## src/rtl/channel_sched_bdeduffy_pkg.sv

```systemverilog
// Shared word layout, FSM encoding and framing helper for the channel scheduler.
// Pure definitions: no latency, no flow control.
package channel_sched_bdeduffy_pkg;

  localparam int WORD_W  = 10;
  localparam int ID_MSB  = 9;
  localparam int ID_LSB  = 8;
  localparam int PAY_MSB = 7;
  localparam int PAY_LSB = 1;
  localparam int PAR_BIT = 0;
  localparam int ID_W    = ID_MSB - ID_LSB + 1;
  localparam int PAY_W   = PAY_MSB - PAY_LSB + 1;

  typedef enum logic [1:0] {
    IDLE = 2'd0,
    SEND = 2'd1,
    WAIT = 2'd2
  } state_t;

  typedef struct packed {
    logic [ID_W-1:0]  id;
    logic [PAY_W-1:0] payload;
    logic             parity;
  } word_t;

  // Even parity: the parity bit makes the XOR of the whole word zero.
  function automatic word_t frame_word(input logic [ID_W-1:0] id, input logic [PAY_W-1:0] payload);
    word_t w;
    w.id      = id;
    w.payload = payload;
    w.parity  = ^{id, payload};
    return w;
  endfunction

endpackage

```

## src/rtl/channel_sched_bdeduffy_if.sv

```systemverilog
// Requester and channel signals of the scheduler; master = scheduler side.
// Level requests held until ack/nak; tx/rx are single-cycle strobes.
interface channel_sched_bdeduffy_if #(
  parameter int N_REQ     = 4,
  parameter int PAYLOAD_W = 7
);
  import channel_sched_bdeduffy_pkg::*;

  logic [N_REQ-1:0]           req;
  logic [N_REQ*PAYLOAD_W-1:0] payload;
  logic [N_REQ-1:0]           ack;
  logic [N_REQ-1:0]           nak;
  logic                       tx_en;
  logic [WORD_W-1:0]          tx_word;
  logic                       rx_valid;
  logic [WORD_W-1:0]          rx_word;
  logic                       busy;
  logic [ID_W-1:0]            grant_id;

  modport master (
    input  req, payload, rx_valid, rx_word,
    output ack, nak, tx_en, tx_word, busy, grant_id
  );

  modport slave (
    output req, payload, rx_valid, rx_word,
    input  ack, nak, tx_en, tx_word, busy, grant_id
  );

endinterface

```

## src/rtl/channel_sched_bdeduffy_arb.sv

```systemverilog
// Combinational round-robin pick: first set request at or after ptr.
// Zero latency; valid low when nothing is requesting.
module rr_arbiter_bdeduffy
  import channel_sched_bdeduffy_pkg::*;
#(
  parameter int N = 4
) (
  input  logic [N-1:0]    req,
  input  logic [ID_W-1:0] ptr,
  output logic [ID_W-1:0] grant,
  output logic            valid
);

  logic [ID_W-1:0] idx;

  // Scan from the farthest offset down so the nearest one to ptr wins last.
  always_comb begin
    grant = '0;
    valid = 1'b0;
    idx   = '0;
    for (int k = N - 1; k >= 0; k--) begin
      idx = ptr + k[ID_W-1:0];
      if (req[idx]) begin
        grant = idx;
        valid = 1'b1;
      end
    end
  end

endmodule

```

## src/rtl/channel_sched_bdeduffy.sv

```systemverilog
// Round-robin channel scheduler: frames, launches, checks echo, retries, reports ack/nak.
// Launch 1 cycle after grant, ack 2 edges after launch; new requests wait while busy.
module channel_sched_bdeduffy
  import channel_sched_bdeduffy_pkg::*;
#(
  parameter int N_REQ     = 4,
  parameter int PAYLOAD_W = 7,
  parameter int TIMEOUT   = 8,
  parameter int MAX_RETRY = 3
) (
  input  logic clk,
  input  logic clr_n,
  channel_sched_bdeduffy_if.master bus
);

  state_t             state, state_nxt;
  logic [ID_W-1:0]    ptr;
  logic [ID_W-1:0]    id_q;
  logic [2:0]         retry_q;
  logic [7:0]         timer_q;
  logic [WORD_W-1:0]  tx_word_q;
  logic [N_REQ-1:0]   ack_q, nak_q;

  logic [ID_W-1:0]      arb_grant;
  logic                 arb_valid;
  logic [PAYLOAD_W-1:0] pay_sel;
  logic [N_REQ-1:0]     id_onehot;
  logic                 load, retry_inc, done_ok, done_fail, fail;

  rr_arbiter_bdeduffy #(.N(N_REQ)) u_arb (
    .req   (bus.req),
    .ptr   (ptr),
    .grant (arb_grant),
    .valid (arb_valid)
  );

  assign pay_sel   = bus.payload[arb_grant*PAYLOAD_W +: PAYLOAD_W];
  assign id_onehot = N_REQ'(1) << id_q;

  always_ff @(posedge clk or negedge clr_n) begin
    if (!clr_n) state <= IDLE;
    else        state <= state_nxt;
  end

  always_comb begin
    state_nxt    = state;
    load         = 1'b0;
    retry_inc    = 1'b0;
    done_ok      = 1'b0;
    done_fail    = 1'b0;
    fail         = 1'b0;
    bus.tx_en    = 1'b0;
    bus.busy     = 1'b1;
    case (state)
      IDLE: begin
        bus.busy = 1'b0;
        if (arb_valid) begin
          load      = 1'b1;
          state_nxt = SEND;
        end
      end
      SEND: begin
        bus.tx_en = 1'b1;
        state_nxt = WAIT;
      end
      WAIT: begin
        // A returning word outranks the timeout in the same cycle.
        if (bus.rx_valid) begin
          if (bus.rx_word == tx_word_q) begin
            done_ok   = 1'b1;
            state_nxt = IDLE;
          end else begin
            fail = 1'b1;
          end
        end else if (timer_q == 8'(TIMEOUT - 1)) begin
          fail = 1'b1;
        end
        if (fail) begin
          if (retry_q < 3'(MAX_RETRY)) begin
            retry_inc = 1'b1;
            state_nxt = SEND;
          end else begin
            done_fail = 1'b1;
            state_nxt = IDLE;
          end
        end
      end
      default: state_nxt = IDLE;
    endcase
  end

  always_ff @(posedge clk or negedge clr_n) begin
    if (!clr_n) begin
      ptr       <= '0;
      id_q      <= '0;
      retry_q   <= '0;
      timer_q   <= '0;
      tx_word_q <= '0;
      ack_q     <= '0;
      nak_q     <= '0;
    end else begin
      ack_q <= done_ok   ? id_onehot : '0;
      nak_q <= done_fail ? id_onehot : '0;
      if (load) begin
        id_q      <= arb_grant;
        retry_q   <= '0;
        tx_word_q <= frame_word(arb_grant, pay_sel);
      end else if (retry_inc) begin
        retry_q <= retry_q + 3'd1;
      end
      timer_q <= (state == WAIT) ? timer_q + 8'd1 : 8'd0;
      if (done_ok || done_fail) ptr <= id_q + ID_W'(1);
    end
  end

  assign bus.ack      = ack_q;
  assign bus.nak      = nak_q;
  assign bus.tx_word  = tx_word_q;
  assign bus.grant_id = id_q;

endmodule

```

## src/flat_wrapper.sv

```systemverilog
// flat-port wrapper written by rule: the top's interface ports become plain ports
module channel_sched_bdeduffy_flat import channel_sched_bdeduffy_pkg::*;
#(
  parameter int N_REQ     = 4,
  parameter int PAYLOAD_W = 7,
  parameter int TIMEOUT   = 8,
  parameter int MAX_RETRY = 3
)
  (clk, clr_n, bus_req, bus_payload, bus_rx_valid, bus_rx_word, bus_ack, bus_nak, bus_tx_en, bus_tx_word, bus_busy, bus_grant_id);
  channel_sched_bdeduffy_if #(.N_REQ(N_REQ), .PAYLOAD_W(PAYLOAD_W)) bus_i ();
  input  logic clk;
  input  logic clr_n;
  input wire logic [$bits(bus_i.req)-1:0] bus_req;
  input wire logic [$bits(bus_i.payload)-1:0] bus_payload;
  input wire logic [$bits(bus_i.rx_valid)-1:0] bus_rx_valid;
  input wire logic [$bits(bus_i.rx_word)-1:0] bus_rx_word;
  output wire logic [$bits(bus_i.ack)-1:0] bus_ack;
  output wire logic [$bits(bus_i.nak)-1:0] bus_nak;
  output wire logic [$bits(bus_i.tx_en)-1:0] bus_tx_en;
  output wire logic [$bits(bus_i.tx_word)-1:0] bus_tx_word;
  output wire logic [$bits(bus_i.busy)-1:0] bus_busy;
  output wire logic [$bits(bus_i.grant_id)-1:0] bus_grant_id;
  assign bus_i.req = bus_req;
  assign bus_i.payload = bus_payload;
  assign bus_i.rx_valid = bus_rx_valid;
  assign bus_i.rx_word = bus_rx_word;
  assign bus_ack = bus_i.ack;
  assign bus_nak = bus_i.nak;
  assign bus_tx_en = bus_i.tx_en;
  assign bus_tx_word = bus_i.tx_word;
  assign bus_busy = bus_i.busy;
  assign bus_grant_id = bus_i.grant_id;
  channel_sched_bdeduffy #(.N_REQ(N_REQ), .PAYLOAD_W(PAYLOAD_W), .TIMEOUT(TIMEOUT), .MAX_RETRY(MAX_RETRY)) u_core (.clk(clk), .clr_n(clr_n), .bus(bus_i));
endmodule
```

## config.mk

```make
export PLATFORM = sky130hd
export DESIGN_NAME = channel_sched_bdeduffy_flat
export DESIGN_NICKNAME = d
export VERILOG_FILES = /design/src/rtl/channel_sched_bdeduffy_pkg.sv /design/src/rtl/channel_sched_bdeduffy_if.sv /design/src/rtl/channel_sched_bdeduffy_arb.sv /design/src/rtl/channel_sched_bdeduffy.sv /design/src/flat_wrapper.sv
export SDC_FILE = /design/constraint.sdc
export NUM_CORES = 1
export LEC_CHECK = 0
export CORE_MARGIN = 8
export CORE_UTILIZATION = 30
export DETAILED_ROUTE_END_ITERATION = 8
export GPL_TIMING_DRIVEN = 0
export SLEW_MARGIN = 20
export SYNTH_ARGS = -nofsm -noshare
export SYNTH_HDL_FRONTEND = slang
export SYNTH_SLANG_ARGS = --single-unit
```

## constraint.sdc

```tcl
create_clock -name clk -period 2.24 [get_ports clk]
set_input_delay 0.336 -clock clk [delete_from_list [all_inputs] [get_ports clk]]
set_output_delay 0.336 -clock clk [all_outputs]
set_load 0.02 [all_outputs]
```

==> run metrics, run 1 <==
worst r2r src u_core.ptr[1]; input/output buffers 66; CP delay by family, top multiplexers; number of fill cells in the layout 647; status finished with violations; Synth Register Bits 33; CP max-delay cell dfrtp_2; crit share post-route 101%; DRT Wirelength 4660 um; share of cells above drive strength 1 14.0%; syn nets 242; dominant cells by area after synthesis dfrtp_1 43%, xnor2_1 7.3%, mux2i_1 6.3%, ha_1 3.9%, nand2_1 3.5%; number of vias per cell 4.49; Reg2Reg Setup Slack -30 ps; Core Region 6280 um^2; Worst Path Max Fanout 6; gpl congestion 0.736; TritonCTS Buffers 5; Hold Violations, Final 0; fin crit period 2270 ps; hpwl dp 3740 um; TritonCTS clock tree built; overall global routing resource usage 11.0%; Sink Count 33; final slew viol count 0; clk slew on worst S/H paths 70 ps; WP buf/inv 1; synthesis warning total 0; CTS Root Buffer Type clkbuf_8; setup TNS -31.7 ps; Fmax achieved 0.440 GHz; Synth top area share 43.0%; die span in y 96.0 um; Routed Antenna Nets 0; worst-margin pin slew 448 ps; routed len/inst 13.4 um; Relative slew margins 69.9%; Rows 29; Final Non-Filler Cells 349; leakage 0.00123 uW; die area 9210 um^2; cells along the critical path mux2i_2, nor2_2, a311oi_4, buf_6, mux2_4, xnor2_2, xnor2_1, xnor2_1, o21ai_1; Avg Inst Size Synth 10.0 um^2; worst-skew pair later-pin latency 280 ps; number of synthesized flops with an enable pin 0; Synth area leader dfrtp_1; Ant. Diodes 0; FFs w/ async S/R, synth 100%; first-pass GRT wire length 7960 um; I/O pin cnt 67; pwr dens 856 nW/um^2; RSZ-0062 raised after global routing yes; ys flop type dfrtp_1; vias 1566; global route total overflow 0; Initial DRC Count 51; violated checks setup timing; max incr delay on CP 420 ps; final core occ 45.8%; Setup CP Type reg2reg; crit start category flip-flop; worst min path class reg2reg; clock skew 8.93 ps; CP startpoint u_core.ptr[1]; setup slack after layout -31.7 ps; area delta synth->final 49.8%; Cell variety after synth 36; final setup violation count 1; nets 322; placed cell count 335; Clock Tree Buf Depth 2; cell area after synthesis 1920 um^2; Syn Inst Count 191; largest net degree at the start of global routing 21; Crit path top cell by count xnor2_1; Seq/Total Area, Yosys 43.0%; initial antenna violation count 0; Tot Pwr 2460 uW; Initial Util 30.6%; hold path start u_core.timer_q[0]; CP required 2400 ps; max_cap viols 0; VDD IR max 0.319 mV; Die Width 96.0 um; H-tree depth 2; Initial DRT Pass Iterations 4; crit path DAT 2430 ps; vias in the first global route 1687; Setup crit end kind flip-flop; DRC 0
[synth_stat cells, types with 4 or more instances]
cell type,count
mux2i_1,12
nand3_1,7
o21ai_1,12
ha_1,6
xor2_1,4
xnor2_1,16
and2_1,8
nor2_1,16
dfrtp_1,33
a21oi_1,9
inv_1,7
nand2_1,18
nor3_1,4
[worst paths after layout]
| kind | endpoint | depth (start not counted) |
|---|---|---|
| worst max-delay path | u_core.bus.tx_word[0] | 9 |
| worst min-delay path | u_core.timer_q[0] | 1 |
| worst max register to register | u_core.bus.tx_word[0] | 9 |
| worst min register to register | u_core.timer_q[0] | 1 |
| max in group asynchronous | u_core.timer_q[7] | 3 |
| min in group asynchronous | u_core.bus.ack[0] | 2 |
[per-layer routing]
layer	GRT usage [%]	vias to the layer above	wire, um
met3	3.59	5	293
met1	12.5	714	1970
li1	-	805	-
met4	4.23	0	68
met5	0	-	0
met2	18.6	42	2330
[kinds of logic after synthesis]
kind of cell / after synthesis / synth area share (%)
adder cells (fa/ha/maj): 6 / 3.91
AO/OA/AOI/OAI: 29 / 9.84
flip-flops: 33 / 43.0
multiplexers: 19 / 11.0
XOR/XNOR: 21 / 10.3
AND/OR/NAND/NOR: 68 / 17.0
buffers and inverters: 15 / 4.95
[registers in the layout, summed over array words and instances, names as in the netlist]
| signal | cells |
|---|---|
| u_core.bus.ack | 4 |
| u_core.bus.grant_id | 2 |
| u_core.bus.nak | 4 |
| u_core.bus.tx_word | 8 |
| u_core.ptr | 2 |
| u_core.retry_q | 3 |
| u_core.state | 2 |
| u_core.timer_q | 8 |
[report_power, final]
group | total (uW) | internal (uW) | switching (uW) | leakage (uW)
Sequential | 869 | 728 | 141 | 0.000436
Combinational | 1170 | 591 | 580 | 0.000757
Clock | 420 | 220 | 200 | 0.0000395
[worst reg2reg max path: cells and delay by family, from the launching register on]
family                    cells  cell delay [ps]
muxes                         2              580
and+or+nand+nor               1               70
DFF                           1              420
AOI/OAI and AO/OA             2              410
xor gates and xnor gates      3              470
buffers and inverters         1              190
[final cells by class]
cell class,count,area [um^2],area share [%]
Timing Repair Buffer,73,729,25.4
Inverter,7,26.3,0.914
Sequential cell,33,827,28.8
Buffer,8,68.8,2.39
Tap cell,77,96.3,3.35
Multi-Input combinational cell,143,1050,36.4
Clock buffer,8,80.1,2.79
[per-stage QoR]
step	hold slack [ps]	setup slack [ps]	instance area, um^2
after detailed placement	273	-580	2700
after floorplan	40.4	17.5	1920
after CTS	469	-6.49	2860
final	461	-31.7	2880
after global placement	442	-546	2680
after global routing	484	-133	2880
[cells in the final DEF, fill, tap and decap left out, types with 5 or more instances in the layout]
master	n
nor2_1	15
clkbuf_1	6
and2_1	8
xnor2_1	15
inv_1	7
dfrtp_1	32
nand3_1	7
nand2_1	18
clkdlybuf4s50_1	61
clkbuf_8	5
buf_4	6
ha_1	6
mux2i_1	11
a21oi_1	8
o21ai_1	11
[repair_timing]
action | in CTS | in global routing
hold endpoints to repair | 13 | 0
pin swaps | 2 | 0
hold buffers | 1 | 0
gates cloned | 0 | 0
setup endpoints to repair | 2 | 2
resized for setup | 10 | 5
setup buffers | 5 | 0
Note: power is estimated with default switching activity, not from simulation.
==> run 2: changes to the inputs <==
--- a/config.mk
+++ b/config.mk
@@ -5,7 +5,7 @@
 export SDC_FILE = /design/constraint.sdc
 export NUM_CORES = 1
 export LEC_CHECK = 0
-export CORE_MARGIN = 8
+export ABC_AREA = 1
 export CORE_UTILIZATION = 30
 export DETAILED_ROUTE_END_ITERATION = 8
 export GPL_TIMING_DRIVEN = 0
==> run metrics, run 2 <==
status finished with violations; violated checks setup timing; share of cells above drive strength 1 22.3%; Synth Register Bits 33; Die Width 90.8 um; final slew viol count 0; DRC 0; setup slack after layout -24.7 ps; fin crit period 2260 ps; worst min path class reg2reg; Relative slew margins 56.8%; crit share post-route 101%; cells along the critical path buf_6, nand2_4, nand3_4, nand2_4, nand3_4, nand2_4, nand2_8, nand2_8, clkbuf_16, nand2_1, nand3_1, nand2_2, inv_2, nand2_1, nand3_1, nand2_1, nand2_2, nand3_1, nand2_1, nand2_1; routed len/inst 11.3 um; VDD IR max 0.668 mV; number of fill cells in the layout 781; Routed Antenna Nets 0; CP max-delay cell dfrtp_1; Worst Path Max Fanout 8; RSZ-0062 raised after global routing yes; TritonCTS clock tree built; most frequent cells in the layout 70 x nand2_1, 63 x clkdlybuf4s50_1, 52 x inv_1; input/output buffers 66; Clock Tree Buf Depth 2; die span in y 90.8 um; FF/Latch Area 827 um^2; max incr delay on CP 430 ps; Hold Slack 458 ps; crit start category flip-flop; H-tree depth 2; clk slew on worst S/H paths 70 ps; number of vias per cell 4.48; Setup CP Type reg2reg; largest net degree at the start of global routing 34; pwr dens 1630 nW/um^2; Synth area leader dfrtp_1; DRT Wirelength 5950 um; synthesis warning total 0; overall global routing resource usage 14.8%; Sw Ratio 50.4%; FFs w/ async S/R, synth 100%; Crit path top cell by count nand2_1; I/O pin cnt 67; Initial DRT Pass Iterations 4; clock network power share 8.1%; nets 476; Synth top area share 34.9%; final setup violation count 1; syn nets 389; first-pass GRT wire length 9940 um; P_int 2920 uW; CP required 2420 ps; dominant cells by area after synthesis dfrtp_1 35%, nand2_1 14%, inv_1 8.9%, nand3_1 8.7%, nand2_2 3.4%; Initial DRC Count 114; worst r2r dst u_core.bus.tx_word[0]; number of synthesized flops with an enable pin 0; ys flop type dfrtp_1; Ant. Diodes 0; Core Region 7690 um^2; leakage 0.00182 uW; CP startpoint u_core.ptr[0]; Avg Inst Size Synth 7.00 um^2; worst-skew pair later-pin latency 290 ps; TritonCTS Buffers 5; Seq/Total Area, Yosys 34.9%; max_cap viols 0; Fmax achieved 0.442 GHz; CTS Root Buffer Type clkbuf_8; multi-input logic area 1440 um^2; most common cell after layout, fill and taps aside nand2_1; Reg2Reg Setup Slack -20 ps; hpwl dp 4450 um; Setup crit end kind flip-flop; Setup crit end u_core.bus.tx_word[0]; initial antenna violation count 0; Comb pwr share 76.1%; worst r2r path cells 20; Initial Util 30.8%; Hold Violations, Final 0; cell area after synthesis 2370 um^2; die area 8250 um^2; most frequent cells after synthesis 86 x nand2_1, 56 x inv_1, 41 x nand3_1; final core occ 47.1%; global route total overflow 0; Hold Path Depth 1; Syn Inst Count 338; crit path DAT 2440 ps; top-count cell post-synth nand2_1; vias in the first global route 2253; Switching Power 2970 uW; worst-margin pin slew 645 ps; vias 2366; gpl congestion 0.797; Rows 32; Sink Count 33; sequential power share 15.8%; clock skew 11.5 ps; area delta synth->final 53.0%; Cell variety after synth 30; worst r2r src u_core.ptr[0]
[run 2: what timing repair did]
action	4_1_cts	5_1_grt
buffers inserted	1	9
gates cloned	0	2
hold buffers	1	0
pin swaps	1	18
hold endpoints to repair	10	0
gates resized for setup	9	46
endpoints found under the setup margin	1	14
[run 2: layout make-up]
class / count / share of cell area (%)
clock inverters: 1 / 0.138
flip-flops and latches: 33 / 22.8
repair buffers: 80 / 22.5
plain buffers: 7 / 2.11
inverters: 62 / 6.43
clock buffers: 7 / 2.66
multi-input cells: 236 / 39.8
well taps: 102 / 3.52
[run 2: how the worst min path moves through the flow]
stage | slack (ps) | end | startpoint
2_1_floorplan | 40 | u_core.bus.ack[0] | clr_n
3_3_place_gp | 450 | u_core.timer_q[0] | u_core.timer_q[0]
3_5_place_dp | 310 | u_core.bus.ack[0] | clr_n
4_1_cts | 460 | u_core.timer_q[0] | u_core.timer_q[0]
5_1_grt | 490 | u_core.timer_q[0] | u_core.timer_q[0]
6_report | 460 | u_core.timer_q[0] | u_core.timer_q[0]
[run 2: per-stage QoR]
step | std cells | setup TNS [ps] | setup WS (ps) | total power (uW) | instance area, um^2
finish | 528 | -24.7 | -24.7 | 5890 | 3620
global route | 528 | -199 | -191 | 6480 | 3620
CTS | 517 | 0 | 7.15 | 5190 | 3340
detailed placement | 507 | -3160 | -351 | 4550 | 3170
global placement | 506 | -2880 | -297 | 4460 | 3160
floorplan | 338 | 0 | 211 | 3630 | 2370
[run 2: routing by layer]
| metal | up-vias | share of wire [%] | track usage, % |
|---|---|---|---|
| li1 | 1235 | - | - |
| met2 | 57 | 49 | 26.1 |
| met1 | 1063 | 44 | 18.1 |
| met3 | 11 | 4.3 | 2.44 |
| met4 | 0 | 2.2 | 5.69 |
| met5 | - | 0 | 0 |
[run 2: power groups by stage]
stage	combinational (uW)	sequential (uW)	clock (uW)
2_1_floorplan	2640	990	0
3_3_place_gp	3530	922	0
3_5_place_dp	3630	925	0
4_1_cts	3770	919	502
5_1_grt	5000	958	524
6_report	4480	932	480
[run 2: logic make-up (layout without fill, tap and decap cells)]
family	Yosys count	in the layout	share of synthesized area (%)
simple gates	193	193	39.2
buf+inv	69	157	12.6
flops	33	33	34.9
compound gates	29	29	7.19
fa+ha+maj	6	6	3.17
xor+xnor	8	8	2.96
[run 2: critical path: cells and delay by family (launching register included)]
kind	cells	cell delay [ps]
DFF	1	430
and+or+nand+nor	17	1330
buffers and inverters	3	380
==> run 3: changes to the inputs <==
--- a/config.mk
+++ b/config.mk
@@ -12,4 +12,5 @@
 export SLEW_MARGIN = 20
 export SYNTH_ARGS = -nofsm -noshare
 export SYNTH_HDL_FRONTEND = slang
+export SYNTH_HIERARCHICAL = 1
 export SYNTH_SLANG_ARGS = --single-unit
==> run metrics, run 3 <==
status finished with violations; violated checks setup timing; WP buf/inv 8; sequential power share 16.2%; Initial DRT Pass Iterations 4; Setup CP Type reg2reg; P_int 2840 uW; share of cells above drive strength 1 21.0%; overall global routing resource usage 14.4%; leakage 0.00167 uW; RSZ-0062 raised after global routing yes; final slew viol count 0; H-tree depth 2; area delta synth->final 44.8%; Clock Tree Buf Depth 2; Core Region 7410 um^2; worst min path class in2async; input/output buffers 66; Worst Path Max Fanout 8; max_cap viols 0; I/O pin cnt 67; global route total overflow 0; Synth area leader dfrtp_1; Rows 31; CTS Root Buffer Type clkbuf_8; Avg Inst Size Synth 6.99 um^2; Post-Place Setup Slack -323 ps; clock network power share 7.5%; number of vias per cell 4.43; Ant. Diodes 0; setup slack after layout -115 ps; Post-Place Cell Area 3150 um^2; Initial Util 31.7%; VDD IR max 0.773 mV; most common cell after layout, fill and taps aside nand2_1; vias in the first global route 2230; Switching Power 2960 uW; TritonCTS clock tree built; Die Width 90.5 um; gpl congestion 0.815; first-pass GRT wire length 9860 um; clk slew on worst S/H paths 70 ps; DRT Wirelength 5490 um; dominant cells by area after synthesis dfrtp_1 35%, nand2_1 20%, nand3_1 6.8%, inv_1 4.5%, o21ai_0 3.8%; most frequent cells in the layout 111 x nand2_1, 65 x clkdlybuf4s50_1, 33 x dfrtp_1; max incr delay on CP 410 ps; vias 2311; Initial DRC Count 123; Seq/Total Area, Yosys 35.2%; ys flop type dfrtp_1; TritonCTS Buffers 5; pwr dens 1710 nW/um^2; syn nets 387; Crit path top cell by count nand2_2; Comb pwr share 76.3%; CP max-delay cell dfrtp_1; routed len/inst 10.5 um; crit path DAT 2580 ps; clock skew 10.4 ps; Crit path depth 25; Syn Inst Count 336; final setup violation count 1; crit share post-route 105%; Setup crit end kind flip-flop; die area 8180 um^2; Sink Count 33; worst r2r path cells 25; final core occ 45.9%; number of synthesized flops with an enable pin 0; hpwl dp 4410 um; Relative slew margins 75.1%; Cell variety after synth 27; initial antenna violation count 0; final instance area 3400 um^2; Synth top area share 35.2%; largest net degree at the start of global routing 25; Fmax achieved 0.425 GHz; crit start category flip-flop; Synth Register Bits 33; CP delay by family, top simple AND/OR/NAND/NOR gates; most frequent cells after synthesis 125 x nand2_1, 33 x dfrtp_1, 32 x nand3_1; Hold Violations, Final 0; Sw Ratio 51.0%; nets 473; DRC 0; fin crit period 2350 ps; die span in y 90.5 um; worst-margin pin slew 371 ps; CP required 2470 ps; FFs w/ async S/R, synth 100%; Routed Antenna Nets 0; cell area after synthesis 2350 um^2; setup TNS -115 ps; synthesis warning total 6; worst-skew pair later-pin latency 280 ps; top-count cell post-synth nand2_1
## run 3: routing by layer
metal / vias to the layer above / wire length, um / GRT usage [%]
li1: 1227 / - / -
met1: 1008 / 2590 / 18.7
met2: 71 / 2550 / 24.7
met3: 5 / 310 / 3.11
met4: 0 / 36 / 2.69
met5: - / 0 / 0
## run 3: final timing paths
| check | to | from | slack [ps] |
|---|---|---|---|
| min in group clk | u_core/timer_q[7] | u_core/timer_q[7] | 470 |
| worst min register to register | u_core/timer_q[7] | u_core/timer_q[7] | 470 |
| max in group asynchronous | u_core/retry_q[2] | clr_n | 1390 |
| worst max-delay path | u_core/bus.tx_word[0] | u_core/ptr[0] | -110 |
| worst min-delay path | u_core/bus.ack[1] | clr_n | 450 |
| worst max register to register | u_core/bus.tx_word[0] | u_core/ptr[0] | -110 |
## run 3: cell type report
type	count	area (um^2)
inverter	36	145
clock inverter	3	17.5
buffer	10	110
tap	99	124
multi-input combinational	257	1340
fill	740	4010
sequential	33	826
timing repair inverter	1	6.26
clock buffer	5	68.8
timing repair buffer	78	763
## run 3: cell families after synthesis
family          Yosys count  share of synthesized area, %
fa+ha+maj                 6                          3.20
xor+xnor                  4                          1.49
simple gates            216                          42.6
buf+inv                  46                          10.6
compound gates           31                          6.93
flops                    33                          35.2
## run 3: power groups by stage
stage	Combinational [uW]	Sequential [uW]	Clock, uW
2_1_floorplan	2790	1010	0
3_3_place_gp	3710	946	0
3_5_place_dp	3790	950	0
4_1_cts	3920	941	449
5_1_grt	5000	973	475
6_report	4420	940	433
## run 3: metrics by stage
step / total power, uW / hold slack (ps) / instances
2_1_floorplan: 3800 / 40.4 / 336
3_3_place_gp: 4660 / 455 / 501
3_5_place_dp: 4740 / 217 / 502
4_1_cts: 5310 / 454 / 515
5_1_grt: 6440 / 486 / 522
6_report: 5800 / 453 / 522
## run 3: what timing repair did
item                                   4_1_cts  5_1_grt
setup endpoints to repair                    1        1
gates resized for setup                      2       23
pin swaps                                    1       12
buffers inserted                             3        5
endpoints found under the hold margin        9        0
gates cloned                                 1        2
hold buffers                                 1        0
==> patch 1: new RTL, config.mk and constraints of run 1 <==
`TIMEOUT` is set to 8 in 2 places; all go to 4.
--- a/src/rtl/channel_sched_bdeduffy.sv
+++ b/src/rtl/channel_sched_bdeduffy.sv
@@ -7,3 +7,3 @@
   parameter int PAYLOAD_W = 7,
-  parameter int TIMEOUT   = 8,
+  parameter int TIMEOUT   = 4,
   parameter int MAX_RETRY = 3
--- a/src/flat_wrapper.sv
+++ b/src/flat_wrapper.sv
@@ -5,3 +5,3 @@
   parameter int PAYLOAD_W = 7,
-  parameter int TIMEOUT   = 8,
+  parameter int TIMEOUT   = 4,
   parameter int MAX_RETRY = 3
Behaviour: not the same (Yosys sat finds a counterexample within 10 cycles, from zero or initial values).
==> patch 1 against run 1 <==
Global-route usage grew 0.087 points; count of clock-buffer cells in the layout did not move; routed wire length decreased by 0.71%; the flow still finishes with violations (setup timing); clock skew is 0.0011 ns lower; area after synthesis fell by 0.13%; setup slack better by 0.0076 ns; highest routed layer unchanged; total power up 0.59%; cell count fell by 0.86%; cell area fell by 0.57%; sequential cell count unchanged; first-iteration DRC count fell by 71%.
==> patch 1: results (changes against run 1) <==
=======================================================================================
Global-route wire length before repair                                     8024 microns   was 7962 microns
Final routed wire length divided by cell count                             13.38 microns   was 13.36 microns
Most numerous cell types in the synthesized netlist                        dfrtp_1, nand2_1, nor2_1   was dfrtp_1, nand2_1, nor2_1, xnor2_1
Final layout net count                                                              319   was 322
Top fanout value on the critical path                                                 7   was 6
Maximum number of pins on one net before global-route repair                         18   was 21
Drt via density                                                                   4.488   was 4.487
Fraction of the yosys area taken by sequential cells                             43.08%   was 43.02%
Final critical-path setup slack                                             -0.02409 ns   was -0.03174 ns
Violated checks                                                            setup timing   unchanged
Most common flop cell mapped by yosys                                           dfrtp_1   unchanged
Yosys warnings                                                                        0   unchanged
Number of antenna cells inserted                                                      0   unchanged
Delay of the slowest cell on the worst path                                     0.45 ns   was 0.42 ns
Layout cells sized above 1                                                       13.01%   was 13.97%
Number of buffers created by CTS                                                      5   unchanged
Number of failing setup endpoints in the final timing report                          1   unchanged
Max clock buf depth                                                                   2   unchanged
Gp weighted congestion                                                           0.7597   was 0.7362
Post-Place Worst Slack                                                       -0.6361 ns   was -0.5797 ns
Detailed Place HPWL                                                        3776 microns   was 3736 microns
Mapped Nets                                                                         240   was 242
Run status                                                                 finished, violations left   unchanged
Skew-Pair Late Insertion Delay                                                  0.28 ns   about the same
Clock-pin slew of the registers on the worst-case setup and hold paths          0.07 ns   about the same
Vias in the first global route                                                     1667   was 1687
Antenna violations before repair                                                      0   unchanged
Worst vdd ir                                                                  0.3017 mV   was 0.3186 mV
CTS H-Tree Depth                                                                      2   unchanged
Clock Skew                                                                  0.007788 ns   was 0.008932 ns
Overall fraction of global-route tracks in use                                   11.06%   was 10.97%
Fillcell total                                                                      671   was 647
P_leak                                                                      0.001235 uW   was 0.001233 uW
Arrival time of the worst setup path                                            2.42 ns
Transition at the pin with the smallest max-transition slack                  0.4829 ns   was 0.4480 ns
Number of port buffers                                                               66   unchanged
Cell with the largest stage delay on the worst path                             dfrtp_2   unchanged
Top area cells in the synthesized netlist                                  dfrtp_1, xnor2_1, mux2i_1   unchanged
Distinct cell type count after synthesis                                             36   unchanged
Clock Root Buffer                                                              clkbuf_8   unchanged
Number of violations reported at the end of detailed-routing iteration 0             15   was 51
Min-delay worst type                                                         reg -> reg   unchanged
Share of flip-flops with an asynchronous set or reset after synthesis            100.0%   unchanged
TritonRoute pass-1 iters                                                              4   unchanged
=======================================================================================
patch 1: cells by family after synthesis:
group	count (synthesis)	share of synthesized area [%]
DFF	33	43.08
xor gates and xnor gates	22	10.77
adders and majority gates	6	3.916
buffers and inverters	15	4.961
and+or+nand+nor	67	16.97
AOI/OAI and AO/OA	27	9.335
muxes	19	10.97
patch 1: critical path, delay by kind of cell (launching register included):
kind,cells,cell delay (ns)
xor+xnor,3,0.46
flops,1,0.45
simple gates,1,0.13
buf+inv,1,0.20
mux,1,0.32
compound gates,3,0.60
patch 1: where the power goes:
group          total, uW  switching [uW]  leakage [uW]  internal, uW
combinational       1190             597      0.000760           596
clock                420             199     0.0000395           221
sequential           861             133      0.000436           728
patch 1: routing by layer:
layer / up-vias / routed length, microns / track usage [%]
li1: 796 / - / -
met1: 710 / 1902 / 12.73
met2: 42 / 2304 / 18.29
met3: 5 / 352 / 4.134
met4: 0 / 72 / 4.225
met5: - / 0 / 0
patch 1: path summary, 6_finish.rpt:
| check | start | endpoint | slack, ns | cells past startpoint |
|---|---|---|---|---|
| max | u_core.ptr[1] | u_core.bus.tx_word[0] | -0.02 | 9 |
| min in group asynchronous | clr_n | u_core.timer_q[7] | 0.53 | 2 |
| max in group asynchronous | clr_n | u_core.ptr[1] | 1.27 | 3 |
| max reg2reg | u_core.ptr[1] | u_core.bus.tx_word[0] | -0.02 | 9 |
| min reg2reg | u_core.timer_q[0] | u_core.timer_q[0] | 0.45 | 1 |
| min | u_core.timer_q[0] | u_core.timer_q[0] | 0.45 | 1 |
patch 1: stage by stage:
stage               instances  instance area [sq um]  TNS [ns]
floorplan                 189                   1917         0
global placement          332                   2674    -2.335
global route              346                   2859   -0.2267
detailed placement        333                   2696    -2.650
finish                    346                   2859  -0.02409
CTS                       346                   2859  -0.06668
patch 1: what timing repair did:
item	in CTS	in global routing
endpoints found under the setup margin	2	1
buffers inserted	4	0
hold buffers	1	0
hold endpoints to repair	10	0
gates resized for setup	13	0
pin swaps	1	0
patch 1: cell type report:
| class | count | area share (%) |
|---|---|---|
| Buffer | 8 | 2.407 |
| Clock buffer | 8 | 2.801 |
| Inverter | 7 | 0.9190 |
| Multi-Input combinational cell | 141 | 36.46 |
| Sequential cell | 33 | 28.93 |
| Tap cell | 77 | 3.370 |
| Timing Repair Buffer | 72 | 25.12 |
